<file path="src/rtl/inst_fetch_pkg.sv">
// Shared CPU defines used by the fetch stage: FSM encodings, reset vector and pc helper.
package inst_fetch_pkg;

    typedef enum logic [1:0] {
        FETCH = 2'd0,
        MISS  = 2'd1,
        DRAIN = 2'd2
    } fetch_state_e;

    localparam logic [31:0] DEFAULT_RESET_PC = 32'h0000_0000;

    function automatic logic [31:0] pc_next(input logic [31:0] pc);
        return pc + 32'd4;
    endfunction

endpackage

</file>
<file path="src/rtl/inst_fetch_if.sv">
// Instruction-read bus between the fetch stage (master) and the memory controller (slave).
interface inst_fetch_if;
    logic        inst_en_o;
    logic [31:0] inst_addr_o;
    logic        inst_rdy_i;
    logic [31:0] inst_inst_i;

    modport master (
        output inst_en_o,
        output inst_addr_o,
        input  inst_rdy_i,
        input  inst_inst_i
    );

    modport slave (
        input  inst_en_o,
        input  inst_addr_o,
        output inst_rdy_i,
        output inst_inst_i
    );
endinterface

</file>
<file path="src/rtl/inst_fetch_icache_array.sv">
// Direct-mapped single-word-line instruction cache storage: combinational lookup, synchronous fill.
module icache_array #(
    parameter int IDX_W = 6
) (
    input  logic          clk,
    input  logic          rst,
    input  logic [31:2]   rd_addr_i,
    output logic          hit_o,
    output logic [31:0]   rd_data_o,
    input  logic          wr_en_i,
    input  logic [31:2]   wr_addr_i,
    input  logic [31:0]   wr_data_i
);
    localparam int TAG_W = 32 - IDX_W - 2;
    localparam int LINES = 1 << IDX_W;

    logic [TAG_W-1:0] tag_q   [LINES];
    logic [31:0]      data_q  [LINES];
    logic [LINES-1:0] valid_q;

    logic [IDX_W-1:0] rd_idx, wr_idx;
    logic [TAG_W-1:0] rd_tag, wr_tag;

    assign rd_idx    = rd_addr_i[IDX_W+1:2];
    assign rd_tag    = rd_addr_i[31:IDX_W+2];
    assign wr_idx    = wr_addr_i[IDX_W+1:2];
    assign wr_tag    = wr_addr_i[31:IDX_W+2];
    assign hit_o     = valid_q[rd_idx] && (tag_q[rd_idx] == rd_tag);
    assign rd_data_o = data_q[rd_idx];

    always_ff @(posedge clk or posedge rst) begin
        if (rst) begin
            valid_q <= '0;
        end else if (wr_en_i) begin
            valid_q[wr_idx] <= 1'b1;
        end
    end

    // Tag and data contents are qualified by valid_q, so they carry no reset.
    always_ff @(posedge clk) begin
        if (wr_en_i) begin
            tag_q[wr_idx]  <= wr_tag;
            data_q[wr_idx] <= wr_data_i;
        end
    end
endmodule

</file>
<file path="src/rtl/inst_fetch.sv">
// Instruction fetch stage: icache lookup, one instruction per cycle on hits, blocking refill on misses.
module inst_fetch
    import inst_fetch_pkg::*;
#(
    parameter logic [31:0] RESET_PC = DEFAULT_RESET_PC,
    parameter int          IDX_W    = 6
) (
    input  logic              clk,
    input  logic              rst,
    input  logic              rdy,
    input  logic              flush_i,
    input  logic [31:0]       flush_pc_i,
    input  logic              stall_i,
    output logic              if_valid_o,
    output logic [31:0]       if_pc_o,
    output logic [31:0]       if_inst_o,
    inst_fetch_if.master      mem
);
    fetch_state_e state_q, state_d;
    logic [31:0]  pc_q, pc_d;
    logic [31:0]  miss_addr_q, miss_addr_d;
    logic         inst_en_q, inst_en_d;
    logic         if_valid_q, if_valid_d;
    logic [31:0]  if_pc_q, if_pc_d;
    logic [31:0]  if_inst_q, if_inst_d;

    logic         hit;
    logic [31:0]  line_data;
    logic         slot_free;
    logic         fill;

    assign slot_free = !if_valid_q || !stall_i;
    // A returning word is always written, even when a flush has made it useless to present.
    assign fill      = rdy && mem.inst_rdy_i && (state_q != FETCH);

    icache_array #(.IDX_W(IDX_W)) u_array (
        .clk       (clk),
        .rst       (rst),
        .rd_addr_i (pc_q[31:2]),
        .hit_o     (hit),
        .rd_data_o (line_data),
        .wr_en_i   (fill),
        .wr_addr_i (miss_addr_q[31:2]),
        .wr_data_i (mem.inst_inst_i)
    );

    always_comb begin
        state_d     = state_q;
        pc_d        = pc_q;
        miss_addr_d = miss_addr_q;
        inst_en_d   = inst_en_q;
        if_valid_d  = if_valid_q && stall_i;
        if_pc_d     = if_pc_q;
        if_inst_d   = if_inst_q;

        if (flush_i) begin
            pc_d       = flush_pc_i;
            if_valid_d = 1'b0;
            case (state_q)
                MISS:    state_d = mem.inst_rdy_i ? FETCH : DRAIN;
                DRAIN:   state_d = mem.inst_rdy_i ? FETCH : DRAIN;
                default: state_d = FETCH;
            endcase
            if (state_q != FETCH && mem.inst_rdy_i) begin
                inst_en_d = 1'b0;
            end
        end else begin
            case (state_q)
                FETCH: begin
                    if (slot_free && hit) begin
                        if_valid_d = 1'b1;
                        if_pc_d    = pc_q;
                        if_inst_d  = line_data;
                        pc_d       = pc_next(pc_q);
                    end else if (slot_free) begin
                        miss_addr_d = pc_q;
                        inst_en_d   = 1'b1;
                        state_d     = MISS;
                    end
                end
                MISS, DRAIN: begin
                    if (mem.inst_rdy_i) begin
                        inst_en_d = 1'b0;
                        state_d   = FETCH;
                    end
                end
                default: state_d = FETCH;
            endcase
        end
    end

    always_ff @(posedge clk or posedge rst) begin
        if (rst) begin
            state_q     <= FETCH;
            pc_q        <= RESET_PC;
            miss_addr_q <= 32'h0;
            inst_en_q   <= 1'b0;
            if_valid_q  <= 1'b0;
            if_pc_q     <= 32'h0;
            if_inst_q   <= 32'h0;
        end else if (rdy) begin
            state_q     <= state_d;
            pc_q        <= pc_d;
            miss_addr_q <= miss_addr_d;
            inst_en_q   <= inst_en_d;
            if_valid_q  <= if_valid_d;
            if_pc_q     <= if_pc_d;
            if_inst_q   <= if_inst_d;
        end
    end

    assign if_valid_o      = if_valid_q;
    assign if_pc_o         = if_pc_q;
    assign if_inst_o       = if_inst_q;
    assign mem.inst_en_o   = inst_en_q;
    assign mem.inst_addr_o = inst_en_q ? miss_addr_q : 32'h0;
endmodule
</file>
<file path="src/flat_wrapper.sv">
// flat-port wrapper written by rule: the top's interface ports become plain ports
module inst_fetch_flat import inst_fetch_pkg::*;
#(
    parameter logic [31:0] RESET_PC = DEFAULT_RESET_PC,
    parameter int          IDX_W    = 6
)
  (clk, rst, rdy, flush_i, flush_pc_i, stall_i, if_valid_o, if_pc_o, if_inst_o, mem_inst_en_o, mem_inst_addr_o, mem_inst_rdy_i, mem_inst_inst_i);
  inst_fetch_if mem_i ();
  input  logic clk;
  input  logic rst;
  input  logic rdy;
  input  logic flush_i;
  input  logic [31:0] flush_pc_i;
  input  logic stall_i;
  output logic if_valid_o;
  output logic [31:0] if_pc_o;
  output logic [31:0] if_inst_o;
  output wire logic [$bits(mem_i.inst_en_o)-1:0] mem_inst_en_o;
  output wire logic [$bits(mem_i.inst_addr_o)-1:0] mem_inst_addr_o;
  input wire logic [$bits(mem_i.inst_rdy_i)-1:0] mem_inst_rdy_i;
  input wire logic [$bits(mem_i.inst_inst_i)-1:0] mem_inst_inst_i;
  assign mem_inst_en_o = mem_i.inst_en_o;
  assign mem_inst_addr_o = mem_i.inst_addr_o;
  assign mem_i.inst_rdy_i = mem_inst_rdy_i;
  assign mem_i.inst_inst_i = mem_inst_inst_i;
  inst_fetch #(.RESET_PC(RESET_PC), .IDX_W(IDX_W)) u_core (.clk(clk), .rst(rst), .rdy(rdy), .flush_i(flush_i), .flush_pc_i(flush_pc_i), .stall_i(stall_i), .if_valid_o(if_valid_o), .if_pc_o(if_pc_o), .if_inst_o(if_inst_o), .mem(mem_i));
endmodule
</file>
<file path="config.mk">
export PLATFORM = sky130hd
export DESIGN_NAME = inst_fetch_flat
export DESIGN_NICKNAME = d
export VERILOG_FILES = /design/src/rtl/inst_fetch_pkg.sv /design/src/rtl/inst_fetch_if.sv /design/src/rtl/inst_fetch_icache_array.sv /design/src/rtl/inst_fetch.sv /design/src/flat_wrapper.sv
export SDC_FILE = /design/constraint.sdc
export NUM_CORES = 2
export LEC_CHECK = 0
export CORE_ASPECT_RATIO = 0.6
export CORE_MARGIN = 4
export CORE_UTILIZATION = 40
export DETAILED_ROUTE_END_ITERATION = 6
export GPL_TIMING_DRIVEN = 1
export PLACE_DENSITY_LB_ADDON = 0.08
export SETUP_SLACK_MARGIN = 0.02
export SLEW_MARGIN = 20
export SYNTH_ARGS = -nofsm -noshare
export SYNTH_HDL_FRONTEND = slang
export SYNTH_HIERARCHICAL = 1
export SYNTH_SLANG_ARGS = --single-unit
</file>
<file path="constraint.sdc">
create_clock -name clk -period 6.8 [get_ports clk]
set_input_delay 2.04 -clock clk [delete_from_list [all_inputs] [get_ports clk]]
set_output_delay 2.04 -clock clk [all_outputs]
set_load 0.005 [all_outputs]
</file>
# After elaboration in Yosys (flattened, before gate mapping)
# Memory sizes are Yosys's and may differ from the RTL's. A register that Yosys moved wholly into a read port is not among the register bits.
# Index checks and enable logic that the tools add are counted.
classes:
  bitwise_logic: 3
  n_div: 0
  n_mux: 26
  order_cmp: 3
  shift: 0
  n_mul: 0
  n_addsub: 1
  n_eq_ne: 7
  n_reduce_logical: 21
ops:
  columns: ["cell", "count"]
  rows:
  - ["$mux 32", 4]
  - ["$or 64x64->64", 1]
  - ["$add 32x3->32 const B", 1]
  - ["$eq 24x24->1", 1]
  - ["$lt 6x7->1 const B", 2]
  - ["$mux 1", 12]
  - ["$mux 2", 6]
  - ["$reduce_and 4->1", 2]
  - ["$logic_and 1x1->1", 7]
  - ["$bmux 1 s6", 1]
  - ["$demux 1 s6", 1]
  - ["$ge 6x1->1 const B", 1]
  - ["$reduce_and 6->1", 1]
  - ["$reduce_bool 2->1", 3]
  - ["$reduce_and 5->1", 1]
  - ["$pmux 2 s2", 1]
  - ["$ne 3x1->1 const B", 1]
  - ["$ne 3x2->1 const B", 1]
  - ["$ne 3x3->1 const B", 1]
  - ["$reduce_and 3->1", 1]
  - ["$reduce_bool 3->1", 1]
  - ["$eq 2x1->1 const B", 1]
  - ["$eq 2x2->1 const B", 1]
  - ["$logic_not 1->1", 2]
  - ["other kinds (6)", 7]
totals:
  ramBits: 3584
  latchBits: 0
  rom_bits: 0
  ff_bits: 164
  out_inout_bits: 98
  n_memories: 2
  wordCells: 70
memory_table:
  columns: ["name", "depth", "width", "read_ports", "rd_ports_with_merged_regs", "wr", "line", "source"]
  rows:
  - ["u_core.u_array.data_q", 64, 32, 1, 1, 1, "inst_fetch_icache_array.sv:18", "logic [31:0] data_q [LINES];"]
  - ["u_core.u_array.tag_q", 64, 24, 1, 0, 1, "inst_fetch_icache_array.sv:17", "logic [TAG_W-1:0] tag_q [LINES];"]

# Depth between registers and ports, before layout
depth:
  depth_word: 7
  mapped_depth: 22
  ltp_nobuf: 13

# Cells and area by module
# Netlist, hierarchy kept.
modules_own_cells:
  columns: ["mod", "area_each_um2", "cells_per_inst", "n_inst", "seq_area_each_um2"]
  rows:
  - ["icache_array", 139687.7, 6007, 1, 109224.8]
  - ["inst_fetch", 6035.8, 506, 1, 3303.2]

# Worst setup path before layout
# OpenSTA, ideal clock, no wires.
synth_timing:
  path_type: "in2reg"
  start: "input port rdy"
  end: "register u_core.u_array.valid_q[24]"
  n_path_buf: 0
  arrival_time_ns: 7.073
  stages: 6
  required_time_ns: 6.712
  slack_ns: -0.361
  cell_sequence: "nand2_1 nor2_1 nand4b_1 or2_2 nor3_1 or2_2"
synth_via:
  elab_chain_cells: 2
synth_rtl:
  columns: ["element", "line", "source"]
  rows:
  - ["from (decl)", "flat_wrapper.sv:11", "input logic rdy;"]
  - ["$logic_and 1x1->1 (2 in series)", "inst_fetch.sv:34", "assign fill = rdy && mem.inst_rdy_i && (state_q != FETCH);"]
  - ["named net u_core.fill", "inst_fetch.sv:30", "logic fill;"]
  - ["to (signal assigned)", "inst_fetch_icache_array.sv:33", "valid_q <= '0;"]
  - ["to (signal, indexed assignment)", "inst_fetch_icache_array.sv:35", "valid_q[wr_idx] <= 1'b1;"]
  - ["to (decl)", "inst_fetch_icache_array.sv:19", "logic [LINES-1:0] valid_q;"]
# The timed path passes the listed nets, and every way through them passes these cells.
# A chain may end at the register's enable or synchronous reset.

# Worst setup path in the final report
layout_timing:
  start: "register u_core.pc_q[2]"
  end: "register u_core.if_pc_q[21], in the netlist u_core/if_pc_o[21]"
layout_via:
  elab_chain_cells: 5
  word_cells_on_any_way: 7
  cone_classes: "eq/ne: 1; mux: 2; reduce/logical: 3; memory: 1"
layout_rtl:
  columns: ["element", "line", "source"]
  rows:
  - ["from (decl)", "inst_fetch.sv:20", "logic [31:0] pc_q, pc_d;"]
  - ["from (signal assigned)", "inst_fetch.sv:103", "pc_q <= pc_d;"]
  - ["$mem_v2 64x24 or $bmux 1 s6 (tied branches)", null, null]
  - ["$eq 24x24->1 or $mux 1 (tied branches)", "inst_fetch_icache_array.sv:28", "assign hit_o = valid_q[rd_idx] && (tag_q[rd_idx] == rd_tag);"]
  - ["$logic_and 1x1->1 (*)", "inst_fetch_icache_array.sv:28", null]
  - ["named net u_core.hit", "inst_fetch.sv:27", "logic hit;"]
  - ["$logic_and 1x1->1 (*)", "inst_fetch.sv:70", "if (slot_free && hit) begin"]
  - ["$reduce_and 4->1 (no line) (*)", null, null]
  - ["to (signal assigned)", "inst_fetch.sv:107", "if_pc_q <= if_pc_d;"]
  - ["to (decl)", "inst_fetch.sv:24", "logic [31:0] if_pc_q, if_pc_d;"]
# The timed path passes the listed nets; every way through them passes the cells marked *. The select of a mux whose other input is x is not followed.

==> summary.md <==
| Metric | Value |
|---|---|
| Period Utilization, post-route | 96.6% |
| Nets | 7123 |
| Actual slew at the worst max-slew pin | 1.34 ns |
| Leakage | 53.2 nW |
| I/O Buffers | 167 |
| CTS tree | done |
| Layout cells sized above 1 | 29.0% |
| Number of iterations in the first detailed-routing pass | 6 |
| Detailed-route DRC error count | 0 |
| Die W | 787 um |
| Final number of setup-violating endpoints | 0 |
| Total GRT Usage | 25.3% |
| Peak VDD IR | 0.000260 V |
| Num CTS Buffers | 359 |
| DIE AREA | 0.374 mm^2 |
| Setup CP Type | reg -> reg |
| Fmax | 152 MHz |
| Final Hold Viols | 0 |
| Worst r2r src | u_core/pc_q[2] |
| Initial drt markers | 10320 |
| Synth top area share | 73.9% |
| Pin count of the biggest net entering global routing | 104 |
| Vias in the first global route | 71776 |
| Final instance count without filler cells | 12188 |
| Grt total ovfl | 0 |
| CP max stage delay | 0.90 ns |
| Worst path bufs/invs | 7 |
| Post-CTS Hold Fix Bufs | 0 |
| Die height | 476 um |
| Area Overhead vs Synth | 15.3% |
| Detailed Route WL | 482000 um |
| Hold Crit Endpoint | u_core/u_array/valid_q[6] |
| Clk sinks | 3780 |
| Crit path DAT | 7.36 ns |
| Max Cap Viol | 0 |
| Post-route ant nets | 0 |
| Yosys top cell by area | edfxtp_1 |
| Longest Clk Path Bufs | 4 |
| Final Critical Period | 6.57 ns |
| Mapped Nets | 6585 |
| Core Area | 0.362 mm^2 |
| Worst endpoint required time | 7.59 ns |
| Synth area leaders | edfxtp_1 (74%), mux4_2 (14%), dfrtp_1 (3.4%) |
| Mapped Area | 0.146 mm^2 |
| FF-to-FF End | u_core/if_pc_o[21] |
| HP Start | u_core/u_array/valid_q[6] |
| Post-CTS sizing | 0 |
| Vias | 75739 |
| Worst-Skew Late Latency | 0.94 ns |
| Register area share after synthesis | 77.2% |
| R2R cell count | 19 |
| Slew Viols, Final | 0 |
| Sum Neg Setup Slack | 0 ns |
| CP endpoint kind | register |
| Instance count on the critical path | 19 |
| Via/cell ratio | 6.21 |
| Clock slew at reported path FFs | 0.06 ns |
| Critical-path maximum fanout | 23 |
| CP top delay family | simple AND/OR/NAND/NOR gates |
| Initial Utilization | 40.2% |
| Distinct cells, synth | 82 |
| Hold Path Class | reg -> reg |
| Unrepaired setup endpoints after global routing | false |
| Routed WL per cell | 39.5 um |
| Slowest stage cell, crit path | dfrtp_4 |
| Power per Cell Area | 342 mW/mm^2 |
| CP Cell Sequence | buf_12 -> buf_12 -> buf_4 -> mux4_2 -> a22oi_1 -> a21oi_1 -> nor4_2 -> buf_4 -> xnor2_1 -> a2111oi_1 -> nand4_1 -> nor4_2 -> buf_4 -> nand2_1 -> nor2_1 -> and3_4 -> buf_4 -> buf_4 -> mux2_2 |
| Predominant post-synthesis flop cell | edfxtp_1 |
| Top post-synthesis cells by count | edfxtp_1 (3584), mux4_2 (924), mux2i_1 (277) |
| Max-slew headroom | 9.69% |
| CP Launch Type | register |
| I/O pin total | 168 |
| Clk root buf | clkbuf_16 |
| Status | finished clean |
| R2R setup slack | 0.23 ns |
| Hold depth | 1 |
| Antenna violations before repair | 31 |
| Row cnt | 171 |
| Gp weighted congestion | 0.847 |
| Syn_area_per_cell | 22.4 um^2 |
| Clock Skews | 0.0415 ns |
| Hpwl dp | 275000 um |
| Top-count cell post-synth | edfxtp_1 |
| H-tree levels | 5 |
| Cell mode on critical path | buf_4 |
| EDFF count, synth | 3584 |
| Synth async-reset ratio | 5.19% |
| Total Power | 57.5 mW |
| Placed cell count | 11533 |
| Mapped Cells | 6513 |
| Synth warnings | 6 |
| #FFs+latches synth | 3780 |
| First-pass GRT wire length | 648000 um |
==> layout by cell type (no fill, tap or decap), types with 13 or more instances in the layout <==
master	netlist	final
a31oi_1	28	28
or2_2	72	72
nor3_1	15	13
and3_1	31	29
nand3_1	63	63
dfrtp_1	196	166
clkbuf_8	0	24
dfrtp_2	0	22
clkbuf_1	146	96
a21oi_1	55	55
o221ai_1	13	13
a22o_1	20	20
nand2b_1	20	20
bufinv_16	0	23
clkbuf_16	0	371
a32oi_1	19	19
edfxtp_1	3584	3584
mux4_2	924	924
mux2i_1	277	277
buf_4	32	259
and2_1	43	41
clkinv_2	0	57
nor2_1	118	54
nor2_4	0	64
mux2_2	109	109
o22ai_1	27	27
clkdlybuf4s50_1	0	137
clkinv_1	1	60
nand4_1	33	33
buf_12	3	127
a22oi_1	150	150
o21ai_0	45	44
nand2_1	93	93
nor2b_1	28	24
==> how the worst max path moves through the flow <==
stage	startpoint	end	slack (ns)
2_1_floorplan	rdy	u_core/u_array/data_q[61][0]	1.13
3_3_place_gp	u_core/pc_q[2]	u_core/if_pc_o[29]	0.12
4_1_cts	u_core/pc_q[2]	u_core/if_pc_o[30]	0.14
3_5_place_dp	u_core/pc_q[2]	u_core/if_pc_o[23]	0.18
6_report	u_core/pc_q[2]	u_core/if_pc_o[21]	0.23
5_1_grt	u_core/pc_q[2]	u_core/if_pc_o[24]	0.06
==> routing by layer <==
metal,wire length (um),vias up,track usage [%]
met4,8690,4,4.50
met3,44600,501,4.69
met1,227000,42664,41.6
met5,24,-,0
met2,201000,3853,35.3
li1,-,28717,-
==> state kept, by name (all words and copies together) (netlist names), 2 cells and up <==
name	flops
u_core/if_inst_o	32
u_core/if_pc_o	32
u_core/miss_addr_q	32
u_core/pc_q	32
u_core/state_q	2
u_core/u_array/data_q	2048
u_core/u_array/tag_q	1536
u_core/u_array/valid_q	64
==> repair_timing <==
action,in CTS,in global routing
endpoints found under the setup margin,0,56
hold endpoints to repair,0,0
setup buffers,0,1
==> kinds of logic after synthesis <==
| kind of cell | after synthesis | share of synthesized area (%) |
|---|---|---|
| simple gates | 568 | 2.07 |
| buf+inv | 373 | 1.28 |
| compound gates | 470 | 2.33 |
| xor+xnor | 10 | 0.0601 |
| mux | 1310 | 17.0 |
| fa+ha+maj | 2 | 0.0172 |
| flops | 3780 | 77.2 |
==> stage by stage <==
| stage | cell area (um^2) | setup WS [ns] | hold WS, ns | utilization [%] |
|---|---|---|---|---|
| 2_1_floorplan | 146000 | 1.13 | 0.434 | - |
| 3_3_place_gp | 156000 | 0.124 | 0.446 | 43.2 |
| 3_5_place_dp | 156000 | 0.177 | 0.448 | 43.2 |
| 4_1_cts | 168000 | 0.141 | 0.464 | 46.3 |
| 5_1_grt | 168000 | 0.0575 | 0.474 | 46.4 |
| 6_report | 168000 | 0.230 | 0.465 | 46.4 |
==> power breakdown <==
| part | switching [mW] | internal [mW] | leakage [nW] | total, mW |
|---|---|---|---|---|
| Combinational | 6.11 | 3.51 | 12.8 | 9.62 |
| Clock | 8.81 | 11.2 | 5.58 | 20.0 |
| Sequential | 0.586 | 27.3 | 34.8 | 27.9 |
==> area by class of cell <==
cell class                      count  area (um^2)
Fill cell                       29752       194000
Sequential cell                  3780       113000
Multi-Input combinational cell   2360        31900
Clock buffer                      491         9970
Tap cell                         4844         6060
Timing Repair Buffer              537         5960
Clock inverter                    157         1410
Inverter                           13         67.6
Antenna cell                        6         15.0
(Power assumes the default switching activity.)
